### config.mk
export PLATFORM = sky130hd
export DESIGN_NAME = hex_display_scan
export DESIGN_NICKNAME = d
export VERILOG_FILES = /design/src/rtl/hex_display_scan.sv
export SDC_FILE = /design/constraint.sdc
export NUM_CORES = 1
export LEC_CHECK = 0
export ABC_AREA = 1
export CORE_MARGIN = 2
export CORE_UTILIZATION = 49
export DETAILED_ROUTE_END_ITERATION = 7
export PLACE_DENSITY = 0.76
export SETUP_SLACK_MARGIN = 0.15
export SYNTH_ARGS = -nofsm -noshare
export SYNTH_HDL_FRONTEND = slang
export SYNTH_SLANG_ARGS = --single-unit
### constraint.sdc
create_clock -name clk -period 2.5 [get_ports clk]
set_input_delay 0.375 -clock clk [delete_from_list [all_inputs] [get_ports clk]]
set_output_delay 0.375 -clock clk [all_outputs]
set_load 0.02 [all_outputs]
### src/rtl/hex_display_scan.sv
// Time-multiplexed hex display scanner: cycles through NUM_DIGITS digits with an
// all-off guard between slots and optional leading-zero suppression.
module hex_display_scan #(
  parameter int NUM_DIGITS = 4,
  parameter int DIV        = 50000,
  parameter int BLANK_CYC  = 2
) (
  input  logic                    clk,
  input  logic                    reset,
  input  logic [4*NUM_DIGITS-1:0] value,
  input  logic                    load,
  input  logic                    blank_lz,
  output logic [3:0]              num,
  output logic [NUM_DIGITS-1:0]   digit_en,
  output logic                    frame_start
);

  // state | meaning
  // BLANK | all digits off, guard between slots
  // SHOW  | one digit lit (or held dark if suppressed)
  typedef enum logic {ST_BLANK, ST_SHOW} state_t;

  localparam int MAXC = (DIV > BLANK_CYC) ? DIV : BLANK_CYC;
  localparam int CW   = (MAXC > 1) ? $clog2(MAXC) : 1;
  localparam int IW   = (NUM_DIGITS > 1) ? $clog2(NUM_DIGITS) : 1;
  localparam logic [CW-1:0] DIV_LAST   = CW'(DIV - 1);
  localparam logic [CW-1:0] BLANK_LAST = CW'(BLANK_CYC - 1);
  localparam logic [IW-1:0] IDX_LAST   = IW'(NUM_DIGITS - 1);

  state_t                  state_q, state_d;
  logic [CW-1:0]           cnt_q, cnt_d;
  logic [IW-1:0]           idx_q, idx_d;
  logic [4*NUM_DIGITS-1:0] shadow_q, shadow_d;
  logic [3:0]              num_q, num_d;
  logic [NUM_DIGITS-1:0]   digit_en_q, digit_en_d;
  logic                    frame_start_q, frame_start_d;

  logic [4*NUM_DIGITS-1:0] src;
  logic [NUM_DIGITS-1:0]   zero_above;
  logic [3:0]              sel_nib;
  logic [NUM_DIGITS-1:0]   show_en;

  // A load coinciding with the slot start must be displayed immediately.
  assign src = load ? value : shadow_q;

  always_comb begin
    zero_above = '0;
    zero_above[NUM_DIGITS-1] = (src[4*NUM_DIGITS-1 -: 4] == 4'h0);
    for (int i = NUM_DIGITS - 2; i >= 0; i--) begin
      zero_above[i] = zero_above[i+1] && (src[4*i +: 4] == 4'h0);
    end
  end

  always_comb begin
    sel_nib = 4'h0;
    show_en = '1;
    for (int i = 0; i < NUM_DIGITS; i++) begin
      if (idx_q == IW'(i)) begin
        sel_nib = src[4*i +: 4];
        if (!(blank_lz && (i != 0) && zero_above[i])) show_en[i] = 1'b0;
      end
    end
  end

  always_comb begin
    state_d       = state_q;
    cnt_d         = cnt_q;
    idx_d         = idx_q;
    num_d         = num_q;
    digit_en_d    = digit_en_q;
    frame_start_d = 1'b0;
    shadow_d      = load ? value : shadow_q;
    case (state_q)
      ST_BLANK: begin
        digit_en_d = '1;
        if (cnt_q == BLANK_LAST) begin
          cnt_d         = '0;
          state_d       = ST_SHOW;
          num_d         = sel_nib;
          digit_en_d    = show_en;
          frame_start_d = (idx_q == '0);
        end else begin
          cnt_d = cnt_q + CW'(1);
        end
      end
      ST_SHOW: begin
        if (cnt_q == DIV_LAST) begin
          cnt_d      = '0;
          state_d    = ST_BLANK;
          digit_en_d = '1;
          idx_d      = (idx_q == IDX_LAST) ? '0 : idx_q + IW'(1);
        end else begin
          cnt_d = cnt_q + CW'(1);
        end
      end
      default: state_d = ST_BLANK;
    endcase
  end

  always_ff @(posedge clk or posedge reset) begin
    if (reset) begin
      state_q       <= ST_BLANK;
      cnt_q         <= '0;
      idx_q         <= '0;
      shadow_q      <= '0;
      num_q         <= 4'h0;
      digit_en_q    <= '1;
      frame_start_q <= 1'b0;
    end else begin
      state_q       <= state_d;
      cnt_q         <= cnt_d;
      idx_q         <= idx_d;
      shadow_q      <= shadow_d;
      num_q         <= num_d;
      digit_en_q    <= digit_en_d;
      frame_start_q <= frame_start_d;
    end
  end

  assign num         = num_q;
  assign digit_en    = digit_en_q;
  assign frame_start = frame_start_q;

endmodule

==> results of run 1 <==
-- how the worst min path moves through the flow --
stage,depth (start not counted),from,slack (ns),endpoint
CTS,2,reset,0.47,num[1]$_DFFE_PP0P_
global placement,2,shadow_q[1]$_DFF_PP0_,0.45,shadow_q[1]$_DFF_PP0_
finish,2,reset,0.45,num[1]$_DFFE_PP0P_
global route,2,reset,0.50,num[1]$_DFFE_PP0P_
detailed placement,2,shadow_q[1]$_DFF_PP0_,0.46,shadow_q[1]$_DFF_PP0_
floorplan,2,shadow_q[0]$_DFF_PP0_,0.44,shadow_q[0]$_DFF_PP0_
-- registers in the layout, indices dropped and copies added, names as in the netlist --
name and count:
num 4, frame_start 1, state_q 1, idx_q 2, shadow_q 16, cnt_q 16
digit_en 4
-- per-layer routing --
| metal | vias up | global-route usage, % | part of all wire, % |
|---|---|---|---|
| met5 | - | 0 | 0 |
| met3 | 5 | 4.70 | 3.9 |
| met1 | 928 | 25.1 | 47 |
| met4 | 0 | 6.58 | 0.96 |
| li1 | 1031 | - | - |
| met2 | 28 | 33.3 | 48 |
-- area by class of cell --
cell class,instances,area (µm²)
inverter,66,248
multi-input combinational,207,958
clock buffer,6,72.6
sequential,44,1110
tap,54,67.6
clock inverter,2,35.0
timing repair buffer,31,303
fill,446,1870
-- cells by family (layout without fill, tap and decap cells) --
kind of cell | Yosys count | count (layout) | synth area share (%)
xor gates and xnor gates | 7 | 7 | 2.62
AOI/OAI and AO/OA | 18 | 18 | 4.16
DFF | 44 | 44 | 47.2
adders and majority gates | 6 | 6 | 3.20
and+or+nand+nor | 176 | 176 | 30.9
buffers and inverters | 70 | 105 | 11.9
-- metrics by stage --
step / instance area [µm²] / utilization (%) / setup WS, ns
2_1_floorplan: 2340 / - / 1.10
3_3_place_gp: 2680 / 57.6 / 0.562
3_5_place_dp: 2680 / 57.6 / 0.462
4_1_cts: 2790 / 59.9 / 0.656
5_1_grt: 2790 / 59.9 / 0.614
6_report: 2790 / 59.9 / 0.678
-- power groups by stage --
| stage | Clock, mW | Sequential [mW] | Combinational [mW] |
|---|---|---|---|
| 2_1_floorplan | 0 | 0.767 | 0.0738 |
| 3_3_place_gp | 0 | 0.762 | 0.138 |
| 3_5_place_dp | 0 | 0.762 | 0.143 |
| 4_1_cts | 0.554 | 0.748 | 0.143 |
| 5_1_grt | 0.578 | 0.751 | 0.160 |
| 6_report | 0.538 | 0.748 | 0.141 |
-- synthesized netlist by cell type, drive strengths merged (2+ instances only) --
cell type / instances / area, µm²
dfstp: 4 / 105
o21ai: 6 / 30.0
nand3: 26 / 135
xnor2: 2 / 17.5
nand4: 5 / 31.3
xor2: 5 / 43.8
inv: 65 / 244
nand2: 87 / 329
nor3: 3 / 15.0
nor2: 54 / 208
buf: 4 / 31.3
a21oi: 8 / 40.0
o22ai: 2 / 12.5
dfrtp: 40 / 1000
ha: 6 / 75.1
==> summary.txt, run 1 <==
WP data required -> 2.12 ns
Cell Area, Synth -> 2340 µm²
Post-synth EDFFs -> 0
WL/cell -> 11.5 µm
WL final -> 4710 µm
Syn Inst Count -> 321
Clock share of power -> 37.7%
Non-Filler Instances -> 410
IR drop worst, VDD -> 0.259 mV
IO Pins -> 29
R2r endpoint -> cnt_q[2]$_DFF_PP0_
TritonCTS clock tree -> done
Power, Total -> 1.43 mW
# hold bufs at CTS -> 0
Share of layout cells above drive strength 1 -> 5.06%
Slew HR -> 45.1%
Yosys reg bits -> 44
Area delta synth->final -> 19.1%
Sequential share of power -> 52.4%
Largest net degree at the start of global routing -> 24
Final worst path period need -> 1.82 ns
Drt pass-1 iters -> 4
WP data arrival -> 1.45 ns
Top cell family by delay on the critical path -> buffers and inverters
WS Path Type -> reg -> out
CP bufs+invs -> 1
Most frequent cells in the layout -> nand2_1 (86), inv_1 (64), nor2_1 (52)
Avg Inst Size Synth -> 7.30 µm²
P_int -> 1.10 mW
Setup-failing EPs final -> 0
Critical path startpoint category -> register
Yosys cell types -> 25
Crit path to -> digit_en[3]
Resize count post-CTS -> 0
Fmax -> 549 MHz
H-tree depth -> 2
Period utilisation layout -> 72.9%
Combinational share of power -> 9.9%
Hold slack -> 0.447 ns
Port Buffers -> 28
Synth async-reset ratio -> 100%
GRT Util Overall -> 19.9%
# DRC -> 0
CP cell instances -> clkdlybuf4s50_1
Critical path depth in cells -> 1
Outcome -> finished, final reports clean
Core area -> 4660 µm²
Global route total overflow -> 0
Max Slew Vio Count -> 0
# Max-Cap Violations -> 0
Post-Route Skew -> 0.00534 ns
Final ANT Viol Nets -> 0
Die ar. -> 5350 µm²
Worst skew pair latency -> 0.29 ns
Crit-path slowest cell -> clkdlybuf4s50_1
YS warnings -> 0
Type of the most critical hold path -> in -> async
Least-Margin Pin Slew -> 0.818 ns
Vias in the first global route -> 1,918
Die Ht -> 73.2 µm
# placed instances -> 402
Psw -> 330 µW
Antenna cells -> 0
Starting Density -> 50.3%
RSZ-0062 raised after global routing -> no
Via density per instance -> 4.86
Post-detail-place hpwl -> 3640 µm
Die X -> 73.2 µm
Switching share of power -> 23.1%
Final hold viol count -> 0
Post CTS Setup Buffer Count -> 0
Post-synthesis sequential area ratio -> 47.2%
LEAKAGE -> 1.49 nW
# clock sinks -> 44
Mapped Nets -> 347
CTS Root Cell -> clkbuf_8
Main synth FF type -> dfrtp_1
CP endpoint kind -> output pin
Critical R2R Launch -> cnt_q[0]$_DFF_PP0_
Worst Path Max Fanout -> 2
Cell area power density -> 512 nW/µm²
R2r setup slk -> 0.83 ns
Fin Setup TNS -> 0 ns
First-pass GRT wire length -> 8160 µm
Most common cell after layout, fill and taps aside -> nand2_1
Worst R2R Path Depth -> 6
Final net count -> 381
Worst setup path start -> digit_en[3]$_DFFE_PP1P_
Row count -> 25
CTS buffer count -> 5
Starting DRT DRC Count -> 178
Via Count -> 1,992
Register clock-pin slew on the reported worst setup and hold paths -> 0.08 ns
CTS Buffer Depth -> 2
Largest stage delay, worst path -> 0.60 ns
Initial antenna violation count -> 0
GPL Wtd Cong -> 0.922
Power figures use the tool's default switching activity.
==> inputs of run 2 (changes only) <==
PLACE_DENSITY = 0.79   (was 0.76)
clock period = 1.5 ns   (was 2.5 ns; I/O delays follow)
==> run 2 against run 1 <==
Setup slack got worse by 0.64 ns. Sequential power is 67% higher. Utilization grew 13 points. Clock skew is 0.0070 ns higher. Hold slack got worse by 0.19 ns. Non-clock buffer count grew 37. Wire length increased by 31%.
==> summary.txt, run 2 (synthesis results as in run 1) <==
Cell area power density -> 671 nW/µm² (+31%)
CTS Buffer Depth -> 2 (unchanged)
# hold bufs at CTS -> 0 (unchanged)
Die ar. -> 5350 µm² (unchanged)
Most common cell after layout, fill and taps aside -> nand2_1
Register clock-pin slew on the reported worst setup and hold paths -> 0.09 ns (about the same)
# DRC -> 0 (unchanged)
Row count -> 25 (unchanged)
CP cell instances -> inv_1 > ha_2 > nand3_2 > nor2_2 > nand2_2 > buf_12 > nor2_4 > nand2_1 > nand2_1 > nand2_1
Outcome -> finished, final reports clean
Design area -> 3390 µm² (+22%)
IR drop worst, VDD -> 0.527 mV (+100%)
WP data arrival -> 1.70 ns (+0.25 ns)
Most numerous cell on the critical path -> nand2_1
Worst skew pair latency -> 0.31 ns (+0.02 ns)
WS Path Type -> reg -> reg
Vias in the first global route -> 2,149 (+12%)
Initial antenna violation count -> 0 (unchanged)
Antenna cells -> 0 (unchanged)
Starting DRT DRC Count -> 165 (-7.3%)
Final hold viol count -> 0 (unchanged)
LEAKAGE -> 1.72 nW (+16%)
Largest regs -> cnt_q x16, shadow_q x16
Via density per instance -> 5.08 (+4.5%)
# Max-Cap Violations -> 0 (unchanged)
Max Slew Vio Count -> 0 (unchanged)
Post-Route Skew -> 0.0124 ns (+0.00703 ns)
IO Pins -> 29 (unchanged)
Final net count -> 418 (+9.7%)
CP endpoint kind -> register
# clock sinks -> 44 (unchanged)
Drt pass-1 iters -> 4 (unchanged)
WP data required -> 1.74 ns (-0.38 ns)
Via Count -> 2,269 (+14%)
Type of the most critical hold path -> in -> async
Core area -> 4660 µm² (unchanged)
First-pass GRT wire length -> 9720 µm (+19%)
Largest stage delay, worst path -> 0.41 ns (-0.19 ns)
CTS buffer count -> 5 (unchanged)
Critical path startpoint category -> register
GRT Util Overall -> 23.8% (+3.9 points)
TritonCTS clock tree -> done
Period utilisation layout -> 97.6%
Crit-path slowest cell -> dfrtp_1
CTS Root Cell -> clkbuf_8
CP bufs+invs -> 2 (+1)
Port Buffers -> 28 (unchanged)
Setup-failing EPs final -> 0 (unchanged)
Global route total overflow -> 0 (unchanged)
Final ANT Viol Nets -> 0 (unchanged)
Top cell family by delay on the critical path -> simple AND/OR/NAND/NOR gates
WL final -> 6190 µm (+31%)
Fmax -> 683 MHz
WL/cell -> 13.8 µm (+20%)
Least-Margin Pin Slew -> 0.264 ns (-0.554 ns)
Largest net degree at the start of global routing -> 45 (+88%)
Placed Area -> 2910 µm² (+8.5%)
Slew HR -> 82.4% (+37 points)
Worst Path Max Fanout -> 7 (+5)
Area delta synth->final -> 44.7%
# placed instances -> 427 (+6.2%)
RSZ-0062 raised after global routing -> yes
GPL Wtd Cong -> 0.893 (-3.1%)
Post-detail-place hpwl -> 3820 µm (+5.2%)
Die X -> 73.2 µm (unchanged)
Starting Density -> 50.3% (unchanged)
Non-Filler Instances -> 447 (+9.0%)
Share of layout cells above drive strength 1 -> 30.5% (+25 points)
Die Ht -> 73.2 µm (unchanged)
Most frequent cells in the layout -> nand2_1 (77), inv_1 (59), dfrtp_1 (40)
Final worst path period need -> 1.46 ns
H-tree depth -> 2 (unchanged)
## run 2: cell types whose count changed in the layout (fill, tap and decap cells not counted), sizes merged
cell / previous run / this run
clkdlybuf4s50: 28 / 18
buf: 3 / 41
clkinvlp: 0 / 2
dlygate4sd2: 0 / 6
inv: 64 / 63
bufinv: 1 / 0
clkdlybuf4s15: 0 / 2
clkbuf: 6 / 7
## run 2: path summary, 6_finish.rpt
kind,from,endpoint,slack (ns),cells past startpoint
max in group asynchronous,reset,digit_en[0]$_DFFE_PP1P_,0.97,3
worst min register to register,shadow_q[0]$_DFF_PP0_,shadow_q[0]$_DFF_PP0_,0.48,2
worst max register to register,cnt_q[1]$_DFF_PP0_,digit_en[3]$_DFFE_PP1P_,0.04,10
worst min-delay path,reset,num[2]$_DFFE_PP0P_,0.26,3
worst max-delay path,cnt_q[1]$_DFF_PP0_,digit_en[3]$_DFFE_PP1P_,0.04,10
min in group clk,value[1],shadow_q[1]$_DFF_PP0_,0.47,3
## run 2: final cells by class
cell class              instances  area [µm²]
inverters                      66         267
repair buffers                 68         631
clock inverters                 2        12.5
well taps                      54        67.6
fillers                       324        1270
multi-input cells             207        1240
clock buffers                   6        72.6
flip-flops and latches         44        1110
## run 2: layer usage
layer	part of all wire [%]	track usage (%)	vias to the layer above
met5	0	0	-
met4	2.7	8.02	0
met3	3.8	4.28	20
met2	51	39.1	63
met1	42	31.7	1076
li1	-	-	1110
## run 2: repair_timing
action | 4_1_cts | 5_1_grt
endpoints found under the setup margin | 31 | 29
resized for setup | 51 | 58
setup buffers | 6 | 5
pin swaps | 8 | 17
gates cloned | 1 | 0
## run 2: worst min-delay path: stages
cell and delay [ns]:
clkdlybuf4s50_1 0.41, clkinv_1 0.07, buf_12 0.24
## run 2: power breakdown
group / leakage [nW] / internal, mW / switching, mW
Combinational: 1.16 / 0.131 / 0.143
Sequential: 0.524 / 1.23 / 0.0220
Clock: 0.0412 / 0.326 / 0.420
## run 2: through the flow
step           power (mW)  utilization [%]  TNS (ns)  hold slack (ns)  setup slack, ns
3_5_place_dp         1.54             62.4     -1.32            0.462           -0.188
5_1_grt              2.36             72.8    -0.138            0.296          -0.0565
4_1_cts              2.27             68.1         0            0.266           0.0717
3_3_place_gp         1.53             62.4    -0.503            0.454          -0.0862
2_1_floorplan        1.40                -         0            0.361            0.160
6_report             2.27             72.8         0            0.255           0.0363
==> inputs of run 3 (changes only) <==
CORE_MARGIN = default   (was 2)
CORE_UTILIZATION = 50   (was 49)
PLACE_DENSITY = 0.8   (was 0.79)
==> run 3 against run 2 <==
The flow now finishes with violations (design-rule violations). Hold slack better by 0.011 ns. Via count is 2.7% higher. First-iteration DRC count is 24% lower. Combinational power hardly changed. Die area is 7.2% lower. Largest cell class unchanged. Largest power group unchanged. Highest routed layer unchanged.
==> summary.txt, run 3 (synthesis results as in run 1) <==
Most frequent cells in the layout -> nand2_1 (75), inv_1 (60), dfrtp_1 (38)
Via Count -> 2,331 (+2.7%)
Row count -> 24 (-4.0%)
Starting DRT DRC Count -> 126 (-24%)
Period utilisation layout -> 96.5% (-1.1 points)
Register clock-pin slew on the reported worst setup and hold paths -> 0.09 ns (about the same)
Setup-failing EPs final -> 0 (unchanged)
Via density per instance -> 5.23 (+3.0%)
Final worst path period need -> 1.45 ns (-0.0165 ns)
First-pass GRT wire length -> 9690 µm (-0.36%)
R2r endpoint -> num[3]$_DFFE_PP0P_
# hold bufs at CTS -> 0 (unchanged)
IR drop worst, VDD -> 0.622 mV (+18%)
Initial antenna violation count -> 0 (unchanged)
Slew HR -> 80.6% (-1.8 points)
Clock share of power -> 33.2% (+0.4 points)
CTS Buffer Depth -> 2 (unchanged)
Most common cell after layout, fill and taps aside -> nand2_1
Worst R2R Path Depth -> 5 (-5)
WL final -> 6630 µm (+7.2%)
Vias in the first global route -> 2,257 (+5.0%)
Global route total overflow -> 0 (unchanged)
Starting Density -> 52.7% (+2.4 points)
IO Pins -> 29 (unchanged)
GPL Wtd Cong -> 0.861 (-3.6%)
Setup Slack @ Placement -> -0.208 ns (-0.0194 ns)
Drt pass-1 iters -> 6 (+2)
Post-Route Skew -> 0.0121 ns (-0.000262 ns)
Fmax -> 691 MHz (+1.1%)
Switching share of power -> 26.1% (+0.40 points)
Post-detail-place hpwl -> 3780 µm (-1.3%)
TritonCTS clock tree -> done
Least-Margin Pin Slew -> 0.290 ns (+0.0257 ns)
Psw -> 596 µW (+1.9%)
Power, Total -> 2.28 mW (+0.36%)
Critical R2R Launch -> idx_q[0]$_DFFE_PP0P_
RSZ-0062 raised after global routing -> yes
CP bufs+invs -> 1 (-1)
# fillers -> 308 (-4.9%)
H-tree depth -> 2 (unchanged)
Worst skew pair latency -> 0.31 ns (about the same)
WP data arrival -> 1.69 ns (about the same)
WL/cell -> 14.9 µm (+7.4%)
Final ANT Viol Nets -> 0 (unchanged)
# clock sinks -> 44 (unchanged)
Combinational share of power -> 12.0% (about the same)
CP endpoint kind -> register
Die ar. -> 4960 µm² (-7.2%)
Sequential share of power -> 54.8% (-0.3 points)
Largest net degree at the start of global routing -> 45 (unchanged)
Critical path startpoint category -> register
Share of layout cells above drive strength 1 -> 29.4% (-1.1 points)
Outcome -> finished, violations left
Largest stage delay, worst path -> 0.43 ns (+0.02 ns)
Antenna cells -> 0 (unchanged)
Type of the most critical hold path -> in -> async
WP data required -> 1.74 ns (about the same)
Finished Core Util -> 75.4% (+2.6 points)
# DRC -> 6 (+6)
Fin Setup TNS -> 0 ns (unchanged)
Max Slew Vio Count -> 0 (unchanged)
Die X -> 70.5 µm (-3.7%)
Largest regs -> cnt_q x16, shadow_q x16
CP cell instances -> ha_1 > clkinv_1 > nor2_1 > nor2_4 > a21oi_2
Die Ht -> 70.5 µm (-3.7%)
Port Buffers -> 28 (unchanged)
Area delta synth->final -> 42.9%
WS Path Type -> reg -> reg
Failing checks -> design-rule violations
LEAKAGE -> 1.75 nW (+1.4%)
# Max-Cap Violations -> 0 (unchanged)
GRT Util Overall -> 25.3% (+1.5 points)
Core area -> 4440 µm² (-4.6%)
R2r setup slk -> 0.05 ns (+0.02 ns)
Top cell family by delay on the critical path -> flip-flops
Crit-path slowest cell -> dfrtp_1
P_int -> 1.69 mW (-0.18%)
Final hold viol count -> 0 (unchanged)
Fin worst setup slack -> 0.0528 ns (+0.0165 ns)
Cell area power density -> 682 nW/µm² (+1.6%)
Worst Path Max Fanout -> 9 (+2)
CTS buffer count -> 5 (unchanged)
Final net count -> 419 (+0.24%)
CTS Root Cell -> clkbuf_8
[run 3: changes by cell type in the layout (fill, tap and decap cells not counted), sizes merged]
| cell | before | now |
|---|---|---|
| clkbuf | 7 | 6 |
| clkinv | 3 | 4 |
| clkinvlp | 2 | 0 |
| inv | 63 | 65 |
| nand2 | 87 | 88 |
[run 3: per-layer routing]
metal / GRT usage [%] / share of wire (%) / up-vias / routed length (µm)
met1: 32.5 / 43 / 1089 / 2860
met3: 5.92 / 5.8 / 27 / 387
li1: - / - / 1105 / -
met2: 40.1 / 48 / 110 / 3150
met5: 0 / 0 / - / 0
met4: 12.5 / 3.5 / 0 / 234
[run 3: stage by stage]
step                      cells  area, µm²  hold slack, ns
final                       446       3350           0.267
after global placement      429       2910           0.456
after detailed placement    429       2910           0.459
after CTS                   441       3200           0.295
after global routing        446       3350           0.316
after floorplan             321       2350           0.361
[run 3: timing repair]
item / 4_1_cts / 5_1_grt
setup buffers: 3 / 5
pin swaps: 17 / 17
setup endpoints to repair: 32 / 29
gates cloned: 1 / 0
resized for setup: 66 / 41
[run 3: layout make-up]
class / count / area [µm²] / area share (%)
Multi-Input combinational cell: 208 / 1230 / 36.6
Sequential cell: 44 / 1110 / 33.1
Timing Repair Buffer: 68 / 608 / 18.2
Inverter: 66 / 253 / 7.55
Clock buffer: 5 / 68.8 / 2.05
Tap cell: 52 / 65.1 / 1.94
Clock inverter: 3 / 18.8 / 0.560
[run 3: worst register-to-register path: cells and delay by family, from the launching register on]
family,cells,cell delay (ns)
flops,1,0.43
fa+ha+maj,1,0.20
buf+inv,1,0.26
compound gates,1,0.14
simple gates,2,0.35
[run 3: how the worst max path moves through the flow]
stage / cells after the start / slack, ns / start / to
after floorplan: 5 / 0.16 / cnt_q[0]$_DFF_PP0_ / idx_q[0]$_DFFE_PP0P_
after global placement: 8 / -0.14 / load / digit_en[2]$_DFFE_PP1P_
after detailed placement: 8 / -0.21 / load / digit_en[1]$_DFFE_PP1P_
after CTS: 8 / 0.08 / cnt_q[1]$_DFF_PP0_ / num[0]$_DFFE_PP0P_
after global routing: 5 / -0.05 / idx_q[0]$_DFFE_PP0P_ / num[3]$_DFFE_PP0P_
final: 5 / 0.05 / idx_q[0]$_DFFE_PP0P_ / num[3]$_DFFE_PP0P_
[run 3: power by group through the flow]
stage	sequential (mW)	clock (mW)	combinational, mW
2_1_floorplan	1.28	0	0.123
6_report	1.25	0.757	0.275
3_3_place_gp	1.27	0	0.264
5_1_grt	1.26	0.814	0.308
4_1_cts	1.25	0.754	0.269
3_5_place_dp	1.27	0	0.271
==> patch 1 (settings of run 1) <==
The output `frame_start` loses its register stage (`frame_start_q` becomes a continuous assignment).
--- a/src/rtl/hex_display_scan.sv
+++ b/src/rtl/hex_display_scan.sv
@@ -105,7 +105,6 @@
       shadow_q      <= '0;
       num_q         <= 4'h0;
       digit_en_q    <= '1;
-      frame_start_q <= 1'b0;
     end else begin
       state_q       <= state_d;
       cnt_q         <= cnt_d;
@@ -113,9 +112,10 @@
       shadow_q      <= shadow_d;
       num_q         <= num_d;
       digit_en_q    <= digit_en_d;
-      frame_start_q <= frame_start_d;
     end
   end
+
+  assign frame_start_q = frame_start_d;
 
   assign num         = num_q;
   assign digit_en    = digit_en_q;
Behaviour: not the same (a bounded check fails within 4 cycles, from zero or initial values and one cycle with reset high).
==> patch 1 against run 1 <==
- area after synthesis fell by 1.1%
- die area fell by 1.0%
- total power decreased by 8.5%
- routed wire length rose by 0.76%
- sequential share of layout area down 0.26 points
- cell area down 1.6%
- worst setup slack got worse by 79 ps
- sequential cell count down 1
- highest routed layer unchanged
==> patch 1: results <==
export IMPL_status="finished, final reports clean"
export IMPL_power_density_nw_per_um2=476
export IMPL_yosysSeqAreaShare_pct=46.6
export IMPL_worstMarginPinSlew_ps=536
export IMPL_post_drt_wl_per_cell_um=11.6
export IMPL_fin_ws_ps=600
export IMPL_period_needed_ps=1900
export IMPL_peakVddDrop_v=0.000293
export IMPL_use_met2_pct=30.4
export IMPL_track_usage_pct=19.6
export IMPL_synthTopCellsByCount="nand2_1 (86), inv_1 (65), nor2_1 (52)"
export IMPL_skew_ps=11.2
export IMPL_ys_top_cells_by_area="dfrtp_1 (42%), nand2_1 (14%), inv_1 (11%)"
export IMPL_leakage_uw=0.00148
export IMPL_final_net_count=380
export IMPL_p_sw_uw=327
export IMPL_pre_cts_slack_ps=525
export IMPL_grtUsageMet1_pct=26.9
export IMPL_drive_gt1_share_pct=5.07
export IMPL_met3_usage_pct=4.56
export IMPL_placed_area_sq_um=2660
export IMPL_seq_power_share_pct=56.0
export IMPL_worst_path_max_fanout=5
export IMPL_arrival_ps=1530
export IMPL_setup_worst_path_start="cnt_q[11]"
export IMPL_hpwl_mm=3.54
export IMPL_grt_pass1_wl_mm=8.03
export IMPL_gp_congestion=0.865
export IMPL_synth_nets=346
export IMPL_post_cts_resize_count=0
export IMPL_grt_max_degree=44
[patch 1: cell types whose count changed after synthesis]
| cell | run 1 | this run |
|---|---|---|
| dfrtp_1 | 40 | 39 |
[patch 1: stage by stage]
step           hold WS, ps  std cells
3_5_place_dp           457        401
6_report               472        409
3_3_place_gp           459        401
4_1_cts                477        409
5_1_grt                496        409
2_1_floorplan          438        320
[patch 1: routing by layer]
layer | share of wire (%) | vias to the layer above
met5 | 0 | -
met4 | 1.6 | 0
met3 | 5.7 | 7
met2 | 44 | 64
met1 | 48 | 942
li1 | - | 1024
[patch 1: final cells by class]
| type | count | area (sq um) |
|---|---|---|
| Clock buffer | 6 | 72.6 |
| Clock inverter | 2 | 12.5 |
| Fill cell | 429 | 1880 |
| Inverter | 66 | 248 |
| Multi-Input combinational cell | 207 | 958 |
| Sequential cell | 43 | 1080 |
| Tap cell | 54 | 67.6 |
| Timing Repair Buffer | 31 | 305 |
[patch 1: worst paths after layout]
path / endpoint / slack (ps) / cells after the start
worst max-delay path: frame_start / 600 / 6
worst min-delay path: shadow_q[0] / 470 / 2
worst max register to register: cnt_q[9] / 750 / 6
worst min register to register: shadow_q[0] / 470 / 2
max in group asynchronous: digit_en[0] / 1620 / 3
min in group asynchronous: cnt_q[12] / 510 / 3
[patch 1: worst max-delay path, cell delays in order (launching register included)]
cell and delay, ps:
dfrtp_1 440, nor2_1 190, nand2_1 90, nor2_1 100, nand2_1 80, nor2_1 90
dlymetal6s2s_1 230
[patch 1: cell families after synthesis]
| group | Yosys count | synth area share, % |
|---|---|---|
| flops | 43 | 46.6 |
| buf+inv | 70 | 12.0 |
| simple gates | 176 | 31.2 |
| xor+xnor | 7 | 2.64 |
| compound gates | 18 | 4.21 |
| fa+ha+maj | 6 | 3.24 |
==> patch 2 (config.mk and constraints of run 1) <==
Without the edit above. Set the parameter `DIV` to 12500 (it was 50000).
--- a/src/rtl/hex_display_scan.sv
+++ b/src/rtl/hex_display_scan.sv
@@ -2,7 +2,7 @@
 // all-off guard between slots and optional leading-zero suppression.
 module hex_display_scan #(
   parameter int NUM_DIGITS = 4,
-  parameter int DIV        = 50000,
+  parameter int DIV        = 12500,
   parameter int BLANK_CYC  = 2
 ) (
   input  logic                    clk,
Behaviour: same outputs for any inputs over 10 cycles, from zero or initial values and one cycle with reset high; that may be too few to reach the edited logic, so the function may still have changed.
==> patch 2 against run 1 <==
- total power down 2.9%
- register-to-register slack better by 30 ps
- non-clock buffer count decreased by 1
- cell area fell by 4.9%
- area after synthesis down 5.2%
- critical path type unchanged
- worst setup slack lost 4.3 ps
- routed wire length decreased by 5.3%
- sequential cell count down 2
- sequential share of layout area is 0.15 points higher
- worst hold slack improved by 34 ps
- via count down 8.3%
==> patch 2: results <==
export IMPL_multiInputGateArea_sq_um=895
export IMPL_totalWireLength_mm=4.46
export IMPL_synthTopCellsByCount="nand2_1 (71), inv_1 (56), dfrtp_1 (38)"
export IMPL_fin_cells=376
export IMPL_via_count=1826
export IMPL_pre_cts_slack_ps=614
export IMPL_synth_compound_area_share_pct=4.67
export IMPL_ys_top_cells_by_area="dfrtp_1 (43%), nand2_1 (12%), inv_1 (9.5%)"
export IMPL_drt_initial_drc_count=111
export IMPL_area_share_nonclk_buffers_pct=11.1
export IMPL_synth_cells=290
export IMPL_nMultiInputCombCells=181
export IMPL_peakVddDrop_v=0.000266
export IMPL_seq_cell_count=42
export IMPL_dp_cells=368
export IMPL_clkbuf_count=7
export IMPL_grt_pass1_vias=1858
export IMPL_track_usage_pct=19.7
export IMPL_nNonClkInverters=63
export IMPL_synth_xor_area_share_pct=3.15
export IMPL_fillers=380
export IMPL_reg_top3="shadow_q (16), cnt_q (14)"
export IMPL_yosysSeqAreaShare_pct=47.5
export IMPL_final_net_count=349
export IMPL_fin_area_sq_um=2650
export IMPL_status="finished, final reports clean"
export IMPL_grt_pass1_wl_mm=8.05
export IMPL_leakage_uw=0.00140
export IMPL_drive_gt1_share_pct=9.26
export IMPL_synthAdderAreaFrac_pct=3.38
export IMPL_placed_area_sq_um=2550
export IMPL_num_nonclk_buffers=30
export IMPL_skew_ps=10.2
export IMPL_yosysUniqueCellTypes=27
==> patch 2: cell count changes in the layout (fill, tap and decap cells not counted), moves of 3 or more <==
| cell | run 1 | this run |
|---|---|---|
| inv_1 | 64 | 56 |
| a21oi_1 | 8 | 11 |
| nand2_1 | 86 | 71 |
| nor2_1 | 52 | 36 |
| nand3_1 | 25 | 22 |
| inv_2 | 0 | 6 |
==> patch 2: layer usage <==
| metal | routed length, um | share of wire (%) | up-vias | track usage (%) |
|---|---|---|---|---|
| li1 | - | - | 939 | - |
| met5 | 0 | 0 | - | 0 |
| met1 | 2140 | 48 | 842 | 27.0 |
| met4 | 65 | 1.5 | 0 | 6.29 |
| met2 | 2040 | 46 | 38 | 30.5 |
| met3 | 216 | 4.8 | 7 | 5.34 |
==> patch 2: worst paths after layout <==
| path | from | end | slack, ps | cells past startpoint |
|---|---|---|---|---|
| min in group asynchronous | reset | cnt_q[7] | 500 | 3 |
| worst max-delay path | digit_en[2] | digit_en[2] | 670 | 1 |
| worst max register to register | cnt_q[1] | cnt_q[6] | 860 | 7 |
| worst min register to register | shadow_q[0] | shadow_q[0] | 480 | 2 |
| worst min-delay path | shadow_q[0] | shadow_q[0] | 480 | 2 |
| max in group asynchronous | reset | digit_en[3] | 1630 | 3 |
==> patch 2: where the power goes <==
| part | total, uW | switching (uW) | internal [uW] |
|---|---|---|---|
| sequential | 717 | 9.64 | 707 |
| combinational | 139 | 78.0 | 61.1 |
| clock | 530 | 231 | 299 |
| total | 1390 | 319 | 1070 |
==> patch 2: through the flow <==
stage / power, uW / hold WS [ps] / utilization, %
floorplan: 809 / 438 / -
global placement: 868 / 453 / 58.5
detailed placement: 871 / 466 / 58.5
CTS: 1400 / 483 / 60.9
global route: 1450 / 503 / 60.9
finish: 1390 / 481 / 60.9
